$ cat src/rtl/branch_predict_unit.sv
// Branch resolution and prediction: PC-indexed saturating-counter table for fetch,
// EX-side condition resolve, mispredict redirect and a multi-cycle flush FSM.
// Optional statistics counters are built when BRANCH_STATS_EN is defined.
module branch_predict_unit #(
  parameter int PC_WIDTH     = 64,
  parameter int BHT_ENTRIES  = 16,
  parameter int CNT_WIDTH    = 2,
  parameter int FLUSH_CYCLES = 2
) (
  input  logic                clk,
  input  logic                reset,
  input  logic [PC_WIDTH-1:0] if_pc,
  output logic                if_pred_taken,
  input  logic                ex_valid,
  input  logic                ex_branch,
  input  logic [3:0]          ex_funct,
  input  logic                ex_zero,
  input  logic                ex_is_greater,
  input  logic [PC_WIDTH-1:0] ex_pc,
  input  logic [PC_WIDTH-1:0] ex_target,
  input  logic                ex_pred_taken,
  output logic                actual_taken,
  output logic                redirect,
  output logic [PC_WIDTH-1:0] redirect_pc,
  output logic                flush,
  output logic                dbg_flush_state
`ifdef BRANCH_STATS_EN
  ,
  output logic [31:0]         stat_branches,
  output logic [31:0]         stat_mispredicts
`endif
);

  localparam int IDX_W = $clog2(BHT_ENTRIES);
  localparam int FCNT_W = $clog2(FLUSH_CYCLES + 1);
  localparam int FLUSH_LOAD = (FLUSH_CYCLES > 1) ? FLUSH_CYCLES - 2 : 0;
  localparam bit MULTI_FLUSH = (FLUSH_CYCLES > 1);
  localparam logic [CNT_WIDTH-1:0] WEAK_NT = CNT_WIDTH'((1 << (CNT_WIDTH - 1)) - 1);

  typedef enum logic {S_IDLE = 1'b0, S_FLUSH = 1'b1} state_t;

  state_t              state_q, state_d;
  logic [FCNT_W-1:0]   fcnt_q, fcnt_d;
  logic [CNT_WIDTH-1:0] bht_q [BHT_ENTRIES];
  logic [CNT_WIDTH-1:0] bht_d [BHT_ENTRIES];

  logic [IDX_W-1:0] if_idx;
  logic [IDX_W-1:0] ex_idx;
  logic             cond;
  logic             resolve;

  assign if_idx = if_pc[IDX_W+1:2];
  assign ex_idx = ex_pc[IDX_W+1:2];

  // Lookup reads the registered table, so a same-cycle update is not bypassed.
  assign if_pred_taken   = bht_q[if_idx][CNT_WIDTH-1];
  assign dbg_flush_state = (state_q == S_FLUSH);

  always_comb begin
    cond = 1'b0;
    case (ex_funct[2:0])
      3'b000:  cond = ex_zero;
      3'b001:  cond = ~ex_zero;
      3'b101:  cond = ex_is_greater;
      3'b100:  cond = ~ex_is_greater;
      default: cond = 1'b0;
    endcase
  end

  // EX inputs are a one-cycle offer qualified by ex_valid; there is no backpressure,
  // and an offer arriving while flushing (or in reset) is dropped.
  assign resolve      = ex_valid & ex_branch & (state_q == S_IDLE) & ~reset;
  assign actual_taken = resolve & cond;
  assign redirect     = resolve & (actual_taken != ex_pred_taken);
  assign redirect_pc  = actual_taken ? ex_target : ex_pc + PC_WIDTH'(4);

  always_comb begin
    bht_d = bht_q;
    if (resolve) begin
      if (actual_taken) begin
        if (bht_q[ex_idx] != '1) bht_d[ex_idx] = bht_q[ex_idx] + CNT_WIDTH'(1);
      end else begin
        if (bht_q[ex_idx] != '0) bht_d[ex_idx] = bht_q[ex_idx] - CNT_WIDTH'(1);
      end
    end
  end

  always_comb begin
    state_d = state_q;
    fcnt_d  = fcnt_q;
    flush   = 1'b0;
    case (state_q)
      S_IDLE: begin
        flush = redirect;
        if (redirect && MULTI_FLUSH) begin
          state_d = S_FLUSH;
          fcnt_d  = FCNT_W'(FLUSH_LOAD);
        end
      end
      S_FLUSH: begin
        flush = 1'b1;
        if (fcnt_q == '0) state_d = S_IDLE;
        else              fcnt_d  = fcnt_q - FCNT_W'(1);
      end
      default: begin
        state_d = S_IDLE;
        fcnt_d  = '0;
      end
    endcase
  end

  always_ff @(posedge clk or posedge reset) begin
    if (reset) begin
      state_q <= S_IDLE;
      fcnt_q  <= '0;
      for (int i = 0; i < BHT_ENTRIES; i++) bht_q[i] <= WEAK_NT;
    end else begin
      state_q <= state_d;
      fcnt_q  <= fcnt_d;
      for (int i = 0; i < BHT_ENTRIES; i++) bht_q[i] <= bht_d[i];
    end
  end

`ifdef BRANCH_STATS_EN
  logic [31:0] stat_branches_q, stat_branches_d;
  logic [31:0] stat_mispredicts_q, stat_mispredicts_d;

  always_comb begin
    stat_branches_d    = stat_branches_q;
    stat_mispredicts_d = stat_mispredicts_q;
    if (resolve && stat_branches_q != 32'hFFFF_FFFF)
      stat_branches_d = stat_branches_q + 32'd1;
    if (redirect && stat_mispredicts_q != 32'hFFFF_FFFF)
      stat_mispredicts_d = stat_mispredicts_q + 32'd1;
  end

  always_ff @(posedge clk or posedge reset) begin
    if (reset) begin
      stat_branches_q    <= '0;
      stat_mispredicts_q <= '0;
    end else begin
      stat_branches_q    <= stat_branches_d;
      stat_mispredicts_q <= stat_mispredicts_d;
    end
  end

  assign stat_branches    = stat_branches_q;
  assign stat_mispredicts = stat_mispredicts_q;
`endif

endmodule
$ cat config.mk
export PLATFORM = sky130hd
export DESIGN_NAME = branch_predict_unit
export DESIGN_NICKNAME = d
export VERILOG_FILES = /design/src/rtl/branch_predict_unit.sv
export SDC_FILE = /design/constraint.sdc
export NUM_CORES = 1
export LEC_CHECK = 0
export BUFFER_PORTS_ARGS = -buffer_cell sky130_fd_sc_hd__buf_2
export CAP_MARGIN = 40
export CORE_MARGIN = 3
export CORE_UTILIZATION = 40
export DETAILED_ROUTE_END_ITERATION = 6
export GPL_ROUTABILITY_DRIVEN = 0
export PLACE_DENSITY_LB_ADDON = 0.08
export SLEW_MARGIN = 20
export SYNTH_ARGS = -nofsm -noshare
export SYNTH_HDL_FRONTEND = slang
export SYNTH_SLANG_ARGS = --single-unit
$ cat constraint.sdc
create_clock -name clk -period 3.49 [get_ports clk]
set_clock_uncertainty 0.05 [all_clocks]
set_input_delay 0 -clock clk [delete_from_list [all_inputs] [get_ports clk]]
set_output_delay 0 -clock clk [all_outputs]
set_load 0.05 [all_outputs]
======== Word-level counts from Yosys, hierarchy flattened ========
Index checks and enable logic that the tools add are counted.
storage, ports and cells
  register bits ........................... 35
  latch bits .............................. 0
  memory bits (writable) .................. 0
  memory bits (read-only) ................. 0
  logic and storage cells ................. 73
  memories kept ........................... 0
operators by class
  $add $sub $neg .......................... 4
  multiply operators ...................... 0
  divide/modulo/power cells ............... 0
  magnitude comparators ................... 3
  equal/unequal tests ..................... 8
  shifts and indexed selects .............. 0
  multiplexer cells ....................... 22
  bitwise operators ....................... 11
  reduce and logical (&&, ||, !) cells .... 7
operators by type and width
  operator                 number
  $mux W32                 3
  $add A64 B3 Y64 const B  1
  $bwmux W32               2
  $mux W64                 1
  $bmux W2 S4              2
  $mux W2                  7
  $ge A5 B5 Y1 const B     2
  $not A4 Y5               2
  $demux W2 S4             1
  $eq A3 B3 Y1 const B     2
  $ne A2 B2 Y1 const B     3
  $and A1 B1 Y1            5
  $lt A5 B1 Y1 const B     1
  $not A1 Y1               4
  $pmux W1 S2              2
  $pmux W1 S4              1
  $pmux W2 S2              1
  $reduce_bool A2 Y1       2
  $sub A2 B1 Y2 const B    2
  $eq A3 B1 Y1 const B     1
  $logic_not A3 Y1         1
  $reduce_and A3 Y1        1
  $add A2 B1 Y2 const B    1
  $logic_not A2 Y1         1
  other kinds (5)          6

======== Logic depth before layout (Yosys ltp) ========
Gate-level depths: netlist of run 1.
  word-level depth ........................ 8
  gate-level depth with buffers ........... 11
  depth with buffers taken out ............ 8

======== Worst setup path before layout of run 1 ========
OpenSTA, ideal clock, no wires.
  path type ............................... register to output
  start point ............................. reg state_q, in the netlist dbg_flush_state
  end point ............................... out flush
  arrival time ............................ 3.151 ns
  path slack .............................. 0.289 ns
  stages on the path, launching flop included .. 5
  cell sequence ........................... dfrtp_1 -> nor3_1 -> clkbuf_1 -> a21boi_0 -> or2_2
on the way
  cells in the longest elaborated chain, start to end .. 7
ends and longest elaborated chain
  item                             line  RTL
  start, declared                  42    state_t state_q, state_d;
  start signal, assigned           118   state_q <= state_d;
  $not A1 Y1 (*)                   n/a
  $and A1 B1 Y1 (*) (2 in series)  72    assign resolve = ex_valid & ex_branch & (state_q == S_IDLE) & ~reset;
  $and A1 B1 Y1                    73    assign actual_taken = resolve & cond;
  $ne A1 B1 Y1                     74    assign redirect = resolve & (actual_taken != ex_pred_taken);
  $and A1 B1 Y1 (*)                74
  named net redirect               23    output logic redirect,
  $pmux W1 S2 (*)                  92    case (state_q)
  end, declared                    25    output logic flush,
Mark *: on every way through the listed nets, which the timed path passes. The rest lies on a longest branch.

======== Final worst setup path of run 1 ========
  start point ............................. reg bht_q[17] (netlist name)
  end point ............................... reg bht_q[1] (netlist name)
on the way
  cells in the longest elaborated chain, start to end .. 7
  elaborated cells on any way between the ends .. 15
  classes of those cells .................. add/sub (2); eq/ne (2); mux (8); reduce/logical (3)
ends and longest elaborated chain
  item                                                   line    RTL
  start, declared                                        44      logic [CNT_WIDTH-1:0] bht_q [BHT_ENTRIES];
  $bmux W2 S4 (*)                                        81, 83
  $mux W2 (implied by the code) (*) (2 in series)        81, 83
  $sub A2 B1 Y2 / $add A2 B1 Y2 (equally long branches)  83, 81
  $bwmux W32, on equally long branches                   83, 81
  $mux W32, on equally long branches                     83, 81
  $mux W32                                               80      if (actual_taken) begin
Every way passes the cells marked *; elsewhere a longest branch is shown, timed or not. The select of a mux whose other input is x is not followed.
A chain may end at the register's enable or synchronous reset.

==> results of run 1 <==
-- routing by layer --
metal  vias up  track usage  part of all wire
li1       2404            -                 -
met1      2305        0.300              0.41
met2       200        0.407              0.49
met3        18       0.0430             0.086
met4         0       0.0478             0.013
met5         -            0                 0
-- cell usage after synthesis (4+ instances only) --
library cell	instances
xor2_1	16
o21ai_0	39
o31ai_1	19
dfstp_2	16
nand4_1	24
ha_1	7
a31oi_1	30
nand3_1	42
or3_1	11
inv_1	20
mux2_2	34
or4_1	21
nor2_1	44
and2_1	4
nand2_1	61
xnor2_1	13
dfrtp_1	19
nor2b_1	5
and3_1	25
clkbuf_1	25
nor3_1	4
and4_1	5
mux4_2	14
-- power by group --
part | switching (µW) | leakage, µW | internal, µW
logic | 428 | 0.00198 | 234
registers | 26.4 | 0.000426 | 469
clock network | 134 | 0.0000422 | 140
-- worst min-delay path by stage --
stage,endpoint,depth (start not counted),from
6_report,fcnt_q[1],4,ex_pred_taken
5_1_grt,fcnt_q[1],4,ex_pred_taken
4_1_cts,fcnt_q[1],4,ex_pred_taken
3_5_place_dp,dbg_flush_state,2,reset
3_3_place_gp,dbg_flush_state,2,reset
2_1_floorplan,bht_q[11],1,reset
-- metrics by stage --
stage,util,hold WS (ns),area [µm²]
floorplan,-,0.0924,4170
global placement,0.534,0.212,5320
detailed placement,0.537,-0.000831,5350
CTS,0.546,0.184,5440
global route,0.546,0.260,5440
finish,0.546,0.176,5440
-- tightest hold or removal path, stage by stage --
cell and delay [ns]:
buf_2 0.11, nand3_1 0.05, a21boi_0 0.17, o22ai_1 0.13
-- cell type report --
type / instances / area share
Timing Repair Buffer: 220 / 0.211
Multi-Input combinational cell: 448 / 0.565
Sequential cell: 35 / 0.165
Clock buffer: 7 / 0.0140
Tap cell: 133 / 0.0306
Inverter: 20 / 0.0138
Clock inverter: 1 / 0.000920
-- timing repair --
item                       in CTS  in global routing
setup buffers                   0                  0
hold endpoints to repair        3                  0
setup endpoints to repair       0                  0
hold buffers                    1                  0
-- kinds of logic after synthesis --
kind of cell | share of synthesized area
DFF | 0.215
muxes | 0.170
adders and majority gates | 0.0210
buffers and inverters | 0.0477
and+or+nand+nor | 0.343
AOI/OAI and AO/OA | 0.143
xor gates and xnor gates | 0.0609
==> flow_metrics.py, run 1 <==
metrics = {
    "floorplanning": {
        "die_area_um2": 11700,
        "die_width_um": 108,
        "core-area_um2": 9950,
        "die_y_um": 108,
        "rows": 36,
        "ioPinCount": 272,
        "start_util": 0.419,
    },
    "sta": {
        "period_share": 0.851,
        "setup_ws_ns": 0.522,
        "post-route-min-period_ns": 2.97,
        "fmax_ghz": 0.337,
        "hold_viol": 0,
        "max_slew.worst_pin.slew_ns": 0.698,
        "grt_setup_unrepaired": "false",
        "maxSlewHeadroom": 0.533,
        "finalSetupTns_ns": 0,
        "setup_viol": 0,
        "slew_viol_final": 0,
    },
    "place": {
        "preCtsSetupSlack_ns": 0.530,
        "hpwl_um": 11500,
        "post-place-cells": 855,
        "port_buffers": 210,
    },
    "cells_and_area": {
        "fin_nets": 940,
        "seqCellArea_um2": 896,
        "layout_commonest_cell": "buf_2",
        "fillCellCount": 1003,
        "n_antenna_cell": 0,
        "area_delta_synth_final_pct": 30.5,
        "layout_common_cells": "211 x buf_2, 61 x nand2_1, 44 x nor2_1",
        "fin_cells": 864,
        "multiInputGateArea_um2": 3070,
        "drive_above_1_share": 0.408,
    },
    "worst_setup_path": {
        "startpoint_type": "register",
        "reg2reg_to": "bht_q[1]",
        "max_stage_delay_ns": 0.50,
        "r2r_cells": 7,
        "worst_ep_required_time_ns": 3.61,
        "critPathBufInv": 1,
        "cp.depth": 7,
        "r2r-start": "bht_q[17]",
        "r2r_setup_slack_ns": 0.52,
        "startpoint": "bht_q[17]",
        "path_cells": "mux4_2, mux4_2, inv_1, ha_1, nand3_1, nand4b_1, mux2_2",
        "crit_fanout": 16,
        "cp.arrival_ns": 3.09,
        "path_common_cell": "mux4_2",
        "cp-end-kind": "register",
        "critPathKind": "reg2reg",
        "critPathCapture": "bht_q[1]",
        "critical_path.top_delay_family": "multiplexers",
        "slowest_stage": "mux4_2",
    },
    "logic_synthesis": {
        "synth_nets": 743,
        "seq_area_frac_synth": 0.215,
        "ys.flop_type": "dfrtp_1",
        "synth_seq_cells": 35,
        "synth-edff-count": 0,
        "syn_inst": 533,
        "synth_top_cell_by_area": "dfrtp_1",
        "async_reset_ff_frac": 1.00,
        "syn_area_per_cell_um2": 7.82,
        "ys_warn_count": 0,
        "ys_types": 45,
        "synthTopCellsByArea": "dfrtp_1 11%, dfstp_2 10%, mux2_2 9.2%",
        "synth_area_um2": 4170,
        "yosysTopAreaCellShare": 0.114,
    },
    "power_and_ir_drop": {
        "total_power_uw": 1430,
        "power_leakage_uw": 0.00245,
        "power.density_nw_per_um2": 263,
        "ir_worst_vdd_uv": 254,
    },
    "drt": {
        "drt_first_pass_iters": 5,
        "wl_per_cell_um": 16.5,
        "drtIter0Drc": 385,
        "post-route-drc-count": 0,
        "num_vias": 4927,
        "drt-total-wl_um": 14200,
        "ant_nets": 0,
        "viasPerCell": 5.70,
    },
    "grt": {
        "grt_remaining_overflow": 0,
        "antenna_found_initial": 0,
        "grt_pass1_vias": 4491,
        "track_usage": 0.232,
        "grt_max_degree": 71,
        "grt_pass1_wl_um": 22000,
    },
    "outcome": {
        "status": "finished, final reports clean",
    },
    "clocking": {
        "htreeDepth": 2,
        "cts_tree": "done",
        "cts_resized": 0,
        "clkSinkCount": 35,
        "clockBufferDepth": 2,
        "cts_root_buf": "clkbuf_8",
        "cts_inserted_buffers": 5,
        "clk_pin_slew_worst_paths_ns": 0.06,
        "insertion_delay_ns": 0.29,
    },
    "hold_path": {
        "hp-class": "in2reg",
    },
    "job": {
        "cap_violations": 0,
    },
}
No activity file was read; power rests on OpenSTA's default activity.
==> inputs of run 2 (changes only) <==
Settings changed: ABC_AREA set to 0, CORE_AREA set to 2 2 106 108, CORE_MARGIN 3 to unset, CORE_UTILIZATION 40 to unset, DIE_AREA set to 0 0 108 110, RECOVER_POWER set to 50.
==> flow_metrics.py, run 2 (synthesis results as in run 1) <==
metrics = {
    "job": {
        "cap_violations": 0,
    },
    "worst_setup_path": {
        "worst_ep_required_time_ns": 3.44,
        "critPathKind": "reg2out",
        "cp.arrival_ns": 3.00,
        "crit_fanout": 70,
        "startpoint_type": "register",
        "cp-end-kind": "output port",
    },
    "sta": {
        "maxSlewHeadroom": 0.237,
        "max_slew.worst_pin.slew_ns": 1.14,
        "hold_slack_ns": 0.165,
        "setup_viol": 0,
        "hold_viol": 0,
        "grt_setup_unrepaired": "false",
        "fmax_ghz": 0.328,
        "post-route-min-period_ns": 3.05,
        "slew_viol_final": 0,
        "finalSetupTns_ns": 0,
        "period_share": 0.873,
    },
    "cells_and_area": {
        "fin_nets": 944,
        "drive_above_1_share": 0.381,
        "layout_common_cells": "191 x buf_2, 61 x nand2_1, 44 x nor2_1",
        "utilization": 0.507,
        "layout_commonest_cell": "buf_2",
        "n_antenna_cell": 0,
        "multiInputGateArea_um2": 3070,
        "seqCellArea_um2": 896,
        "fillCellCount": 1115,
        "area_delta_synth_final_pct": 30.1,
    },
    "place": {
        "hpwl_um": 11300,
        "port_buffers": 210,
    },
    "floorplanning": {
        "rows": 38,
        "ioPinCount": 272,
        "die_y_um": 110,
        "die_width_um": 108,
        "start_util": 0.390,
        "core-area_um2": 10700,
        "die_area_um2": 11900,
    },
    "drt": {
        "post-route-drc-count": 0,
        "drt_first_pass_iters": 5,
        "wl_per_cell_um": 16.0,
        "ant_nets": 0,
        "viasPerCell": 5.56,
        "drtIter0Drc": 333,
        "num_vias": 4861,
        "drt-total-wl_um": 14000,
    },
    "clocking": {
        "cts_resized": 0,
        "post-cts-setup-buffers": 0,
        "clkSinkCount": 35,
        "cts_tree": "done",
        "cts_root_buf": "clkbuf_8",
        "htreeDepth": 2,
        "cts_hold_buf": 1,
        "clk_pin_slew_worst_paths_ns": 0.08,
        "clockBufferDepth": 2,
        "insertion_delay_ns": 0.29,
        "cts_inserted_buffers": 5,
    },
    "grt": {
        "track_usage": 0.225,
        "grt_max_degree": 71,
        "grt_pass1_vias": 4398,
        "antenna_found_initial": 0,
        "grt_pass1_wl_um": 21500,
        "grt_remaining_overflow": 0,
    },
    "power_and_ir_drop": {
        "p_switching_uw": 602,
        "power.density_nw_per_um2": 265,
        "seqPwrFrac": 0.344,
        "p_clk_frac": 0.203,
        "power_leakage_uw": 0.00239,
        "ir_worst_vdd_uv": 354,
        "power_frac_comb": 0.453,
        "internal_power_uw": 838,
        "netSwitchingFraction": 0.418,
    },
    "hold_path": {
        "hp-class": "in2reg",
    },
    "outcome": {
        "status": "finished, final reports clean",
    },
}
==> run 2: cell types whose count changed in the layout (fill, tap and decap cells not counted) <==
cell	delta
clkinv_1	-1
clkinvlp_4	+1
inv_1	+1
buf_2	-20
clkbuf_1	+22
buf_16	-1
buf_4	+2
==> run 2: through the flow <==
step           instances  area [µm²]  power, µW  worst slack [ns]
3_3_place_gp         864        5350       1140             0.394
2_1_floorplan        533        4170        926             0.289
4_1_cts              875        5470       1460             0.547
3_5_place_dp         866        5380       1160             0.504
6_report             875        5430       1440             0.444
5_1_grt              875        5430       1530             0.193
==> run 2: final timing paths <==
path / start / end / slack (ns) / cells past startpoint
min: ex_pred_taken / fcnt_q[1] / 0.16 / 4
min reg2reg: bht_q[13] / bht_q[13] / 0.48 / 1
max: dbg_flush_state / redirect_pc[44] / 0.44 / 6
max reg2reg: bht_q[21] / bht_q[1] / 0.51 / 7
min in group asynchronous: reset / fcnt_q[0] / 0.21 / 3
max in group asynchronous: reset / bht_q[1] / 1.60 / 5
==> run 2: metal layers <==
| layer | global-route usage | wire length, µm | share of wire | vias up |
|---|---|---|---|---|
| met3 | 0.0247 | 1080 | 0.077 | 8 |
| met5 | 0 | 0 | 0 | - |
| met2 | 0.399 | 6960 | 0.50 | 194 |
| li1 | - | - | - | 2412 |
| met4 | 0.0339 | 91 | 0.0065 | 0 |
| met1 | 0.301 | 5870 | 0.42 | 2247 |
==> run 2: area by class of cell <==
class | count | share of cell area
Multi-Input combinational cell | 448 | 0.567
Timing Repair Buffer | 224 | 0.206
Sequential cell | 35 | 0.165
Tap cell | 140 | 0.0323
Inverter | 20 | 0.0138
Clock buffer | 6 | 0.0134
Clock inverter | 2 | 0.00231
==> run 2: critical path: stages, from the launching register on <==
cell,delay (ns)
dfrtp_1,0.41
nor3_1,0.23
clkbuf_1,0.51
nand4_1,0.18
buf_2,0.51
a31oi_1,0.33
clkbuf_1,0.49
==> run 2: power groups by stage <==
| stage | Combinational, µW | Clock [µW] | Sequential (µW) |
|---|---|---|---|
| 5_1_grt | 704 | 323 | 501 |
| 3_5_place_dp | 659 | 0 | 502 |
| 2_1_floorplan | 433 | 0 | 493 |
| 3_3_place_gp | 642 | 0 | 498 |
| 4_1_cts | 662 | 298 | 495 |
| 6_report | 653 | 292 | 495 |
==> inputs of run 3 (changes only) <==
Settings changed: ABC_AREA 0 to 1, CORE_AREA 2 2 106 108 to unset, CORE_UTILIZATION set to 40, DIE_AREA 0 0 108 110 to unset.
==> flow_metrics.py, run 3 <==
metrics = {
    "outcome": {
        "status": "complete, but fails checks",
        "violations": "max-capacitance violations, max-slew violations",
    },
    "drt": {
        "num_vias": 6738,
        "drt-total-wl_um": 19000,
        "drtIter0Drc": 535,
        "post-route-drc-count": 0,
        "drt_first_pass_iters": 5,
        "ant_nets": 0,
        "viasPerCell": 4.96,
        "wl_per_cell_um": 13.9,
    },
    "logic_synthesis": {
        "ys_warn_count": 0,
        "seq_area_frac_synth": 0.174,
        "synth_seq_cells": 35,
        "yosysMostFrequentCell": "nand2_1",
        "synth_nets": 1204,
        "ys_types": 35,
        "synth_top_cell_by_area": "nand2_1",
        "syn_inst": 994,
        "yosysTopAreaCellShare": 0.344,
        "synthTopCellsByArea": "nand2_1 34%, nor2_1 11%, dfrtp_1 9.2%",
        "synth-edff-count": 0,
        "syn_area_per_cell_um2": 5.18,
        "ys.flop_type": "dfrtp_1",
        "synth_common_cells": "472 x nand2_1, 148 x nor2_1, 70 x inv_1, 70 x nand3_1, 50 x o21ai_0",
        "synth_area_um2": 5150,
        "async_reset_ff_frac": 1.00,
    },
    "cells_and_area": {
        "utilization": 0.509,
        "fin_cells": 1359,
        "area_delta_synth_final_pct": 24.1,
        "drive_above_1_share": 0.197,
        "fillCellCount": 1452,
        "layout_commonest_cell": "nand2_1",
        "fin_nets": 1396,
        "layout_common_cells": "472 x nand2_1, 181 x buf_2, 148 x nor2_1",
        "n_antenna_cell": 0,
    },
    "hold_path": {
        "hp-class": "in2reg",
        "hp-start": "ex_pred_taken",
    },
    "worst_setup_path": {
        "r2r-start": "dbg_flush_state",
        "startpoint": "reset",
        "crit_fanout": 56,
        "r2r_setup_slack_ns": 0.87,
        "cp-end-kind": "output port",
        "r2r_cells": 11,
        "reg2reg_to": "bht_q[13]",
        "critPathCapture": "redirect_pc[22]",
        "cp.arrival_ns": 2.85,
        "worst_ep_required_time_ns": 3.44,
        "critPathKind": "in2out",
        "startpoint_type": "input pin",
    },
    "job": {
        "cap_violations": 1,
    },
    "grt": {
        "grt_pass1_wl_um": 29300,
        "grt_remaining_overflow": 0,
        "antenna_found_initial": 0,
        "grt_pass1_vias": 5707,
        "track_usage": 0.282,
        "grt_max_degree": 66,
    },
    "clocking": {
        "clkSinkCount": 35,
        "cts_inserted_buffers": 5,
        "insertion_delay_ns": 0.28,
        "cts_resized": 0,
        "clockBufferDepth": 2,
        "htreeDepth": 2,
        "clk_pin_slew_worst_paths_ns": 0.06,
        "cts_tree": "done",
        "cts_root_buf": "clkbuf_16",
    },
    "place": {
        "hpwl_um": 15600,
        "post-place-cells": 1350,
        "port_buffers": 210,
        "preCtsSetupSlack_ns": 0.789,
    },
    "sta": {
        "slew_viol_final": 36,
        "setup_viol": 0,
        "period_share": 0.832,
        "maxSlewHeadroom": -0.342,
        "fmax_ghz": 0.345,
        "finalSetupTns_ns": 0,
        "post-route-min-period_ns": 2.90,
        "grt_setup_unrepaired": "false",
        "setup_ws_ns": 0.587,
        "hold_viol": 0,
        "max_slew.worst_pin.slew_ns": 2.01,
    },
    "floorplanning": {
        "die_width_um": 116,
        "rows": 41,
        "die_y_um": 116,
        "ioPinCount": 272,
        "core-area_um2": 12600,
        "die_area_um2": 13300,
        "start_util": 0.410,
    },
    "power_and_ir_drop": {
        "ir_worst_vdd_uv": 286,
        "power_leakage_uw": 0.00317,
        "power.density_nw_per_um2": 256,
    },
}
==> run 3: cell count changes after synthesis, moves of 16 or more <==
cell and delta:
o21ai_1 +16, clkbuf_1 -19, a31oi_1 -29, mux2_2 -34, nand3_1 +28, nor2_1 +104, or4_1 -21, o31ai_1 -19
inv_1 +50, and3_1 -25, nand2_1 +411
==> run 3: area by class of cell <==
class | instances | area, µm² | share of cell area
multi-input cells | 853 | 3790 | 0.593
repair buffers | 216 | 1070 | 0.167
flip-flops and latches | 35 | 896 | 0.140
inverters | 75 | 283 | 0.0442
well taps | 172 | 215 | 0.0337
clock buffers | 7 | 133 | 0.0207
clock inverters | 1 | 5.00 | 0.000783
==> run 3: routing by layer <==
metal  global-route usage  wire, µm
met5                    0         0
met4               0.0468       230
met3               0.0434      1640
met2                0.446      8150
met1                0.409      8930
==> run 3: timing repair <==
item | in CTS | in global routing
buffers inserted | 0 | 0
hold buffers | 1 | 0
hold endpoints to repair | 19 | 0
==> run 3: metrics by stage <==
step | hold WS [ns] | power, µW | area, µm²
final | 0.177 | 1640 | 6390
after global routing | 0.214 | 1740 | 6390
after CTS | 0.155 | 1650 | 6440
after detailed placement | 0.262 | 1210 | 6290
after global placement | 0.262 | 1210 | 6290
after floorplan | 0.108 | 979 | 5150
==> run 3: worst max-delay path: stages <==
cell and delay (ns):
dlygate4sd3_1 0.53, buf_2 0.12, inv_1 0.15, nand4_2 0.18
nor2_2 0.21, nand3_2 0.09, clkbuf_2 0.63, a31oi_1 0.39
clkbuf_1 0.50
==> run 3: how the worst min path moves through the flow <==
stage	depth (start not counted)	endpoint
detailed placement	3	bht_q[11]
finish	5	dbg_flush_state
CTS	5	dbg_flush_state
global placement	3	bht_q[27]
floorplan	1	bht_q[11]
global route	5	dbg_flush_state
==> run 3: logic make-up (layout without fill, tap and decap cells) <==
| kind of cell | after synthesis | in the layout | synth area share |
|---|---|---|---|
| AND/OR/NAND/NOR | 737 | 737 | 0.591 |
| buffers and inverters | 106 | 299 | 0.0898 |
| AO/OA/AOI/OAI | 82 | 82 | 0.0823 |
| flip-flops | 35 | 35 | 0.174 |
| XOR/XNOR | 27 | 27 | 0.0459 |
| adder cells (fa/ha/maj) | 7 | 7 | 0.0170 |
==> run 3: power by group <==
part / internal [µW] / total, µW / switching, µW
Clock: 264 / 435 / 171
Sequential: 477 / 511 / 33.8
Combinational: 195 / 694 / 499
Total: 936 / 1640 / 703
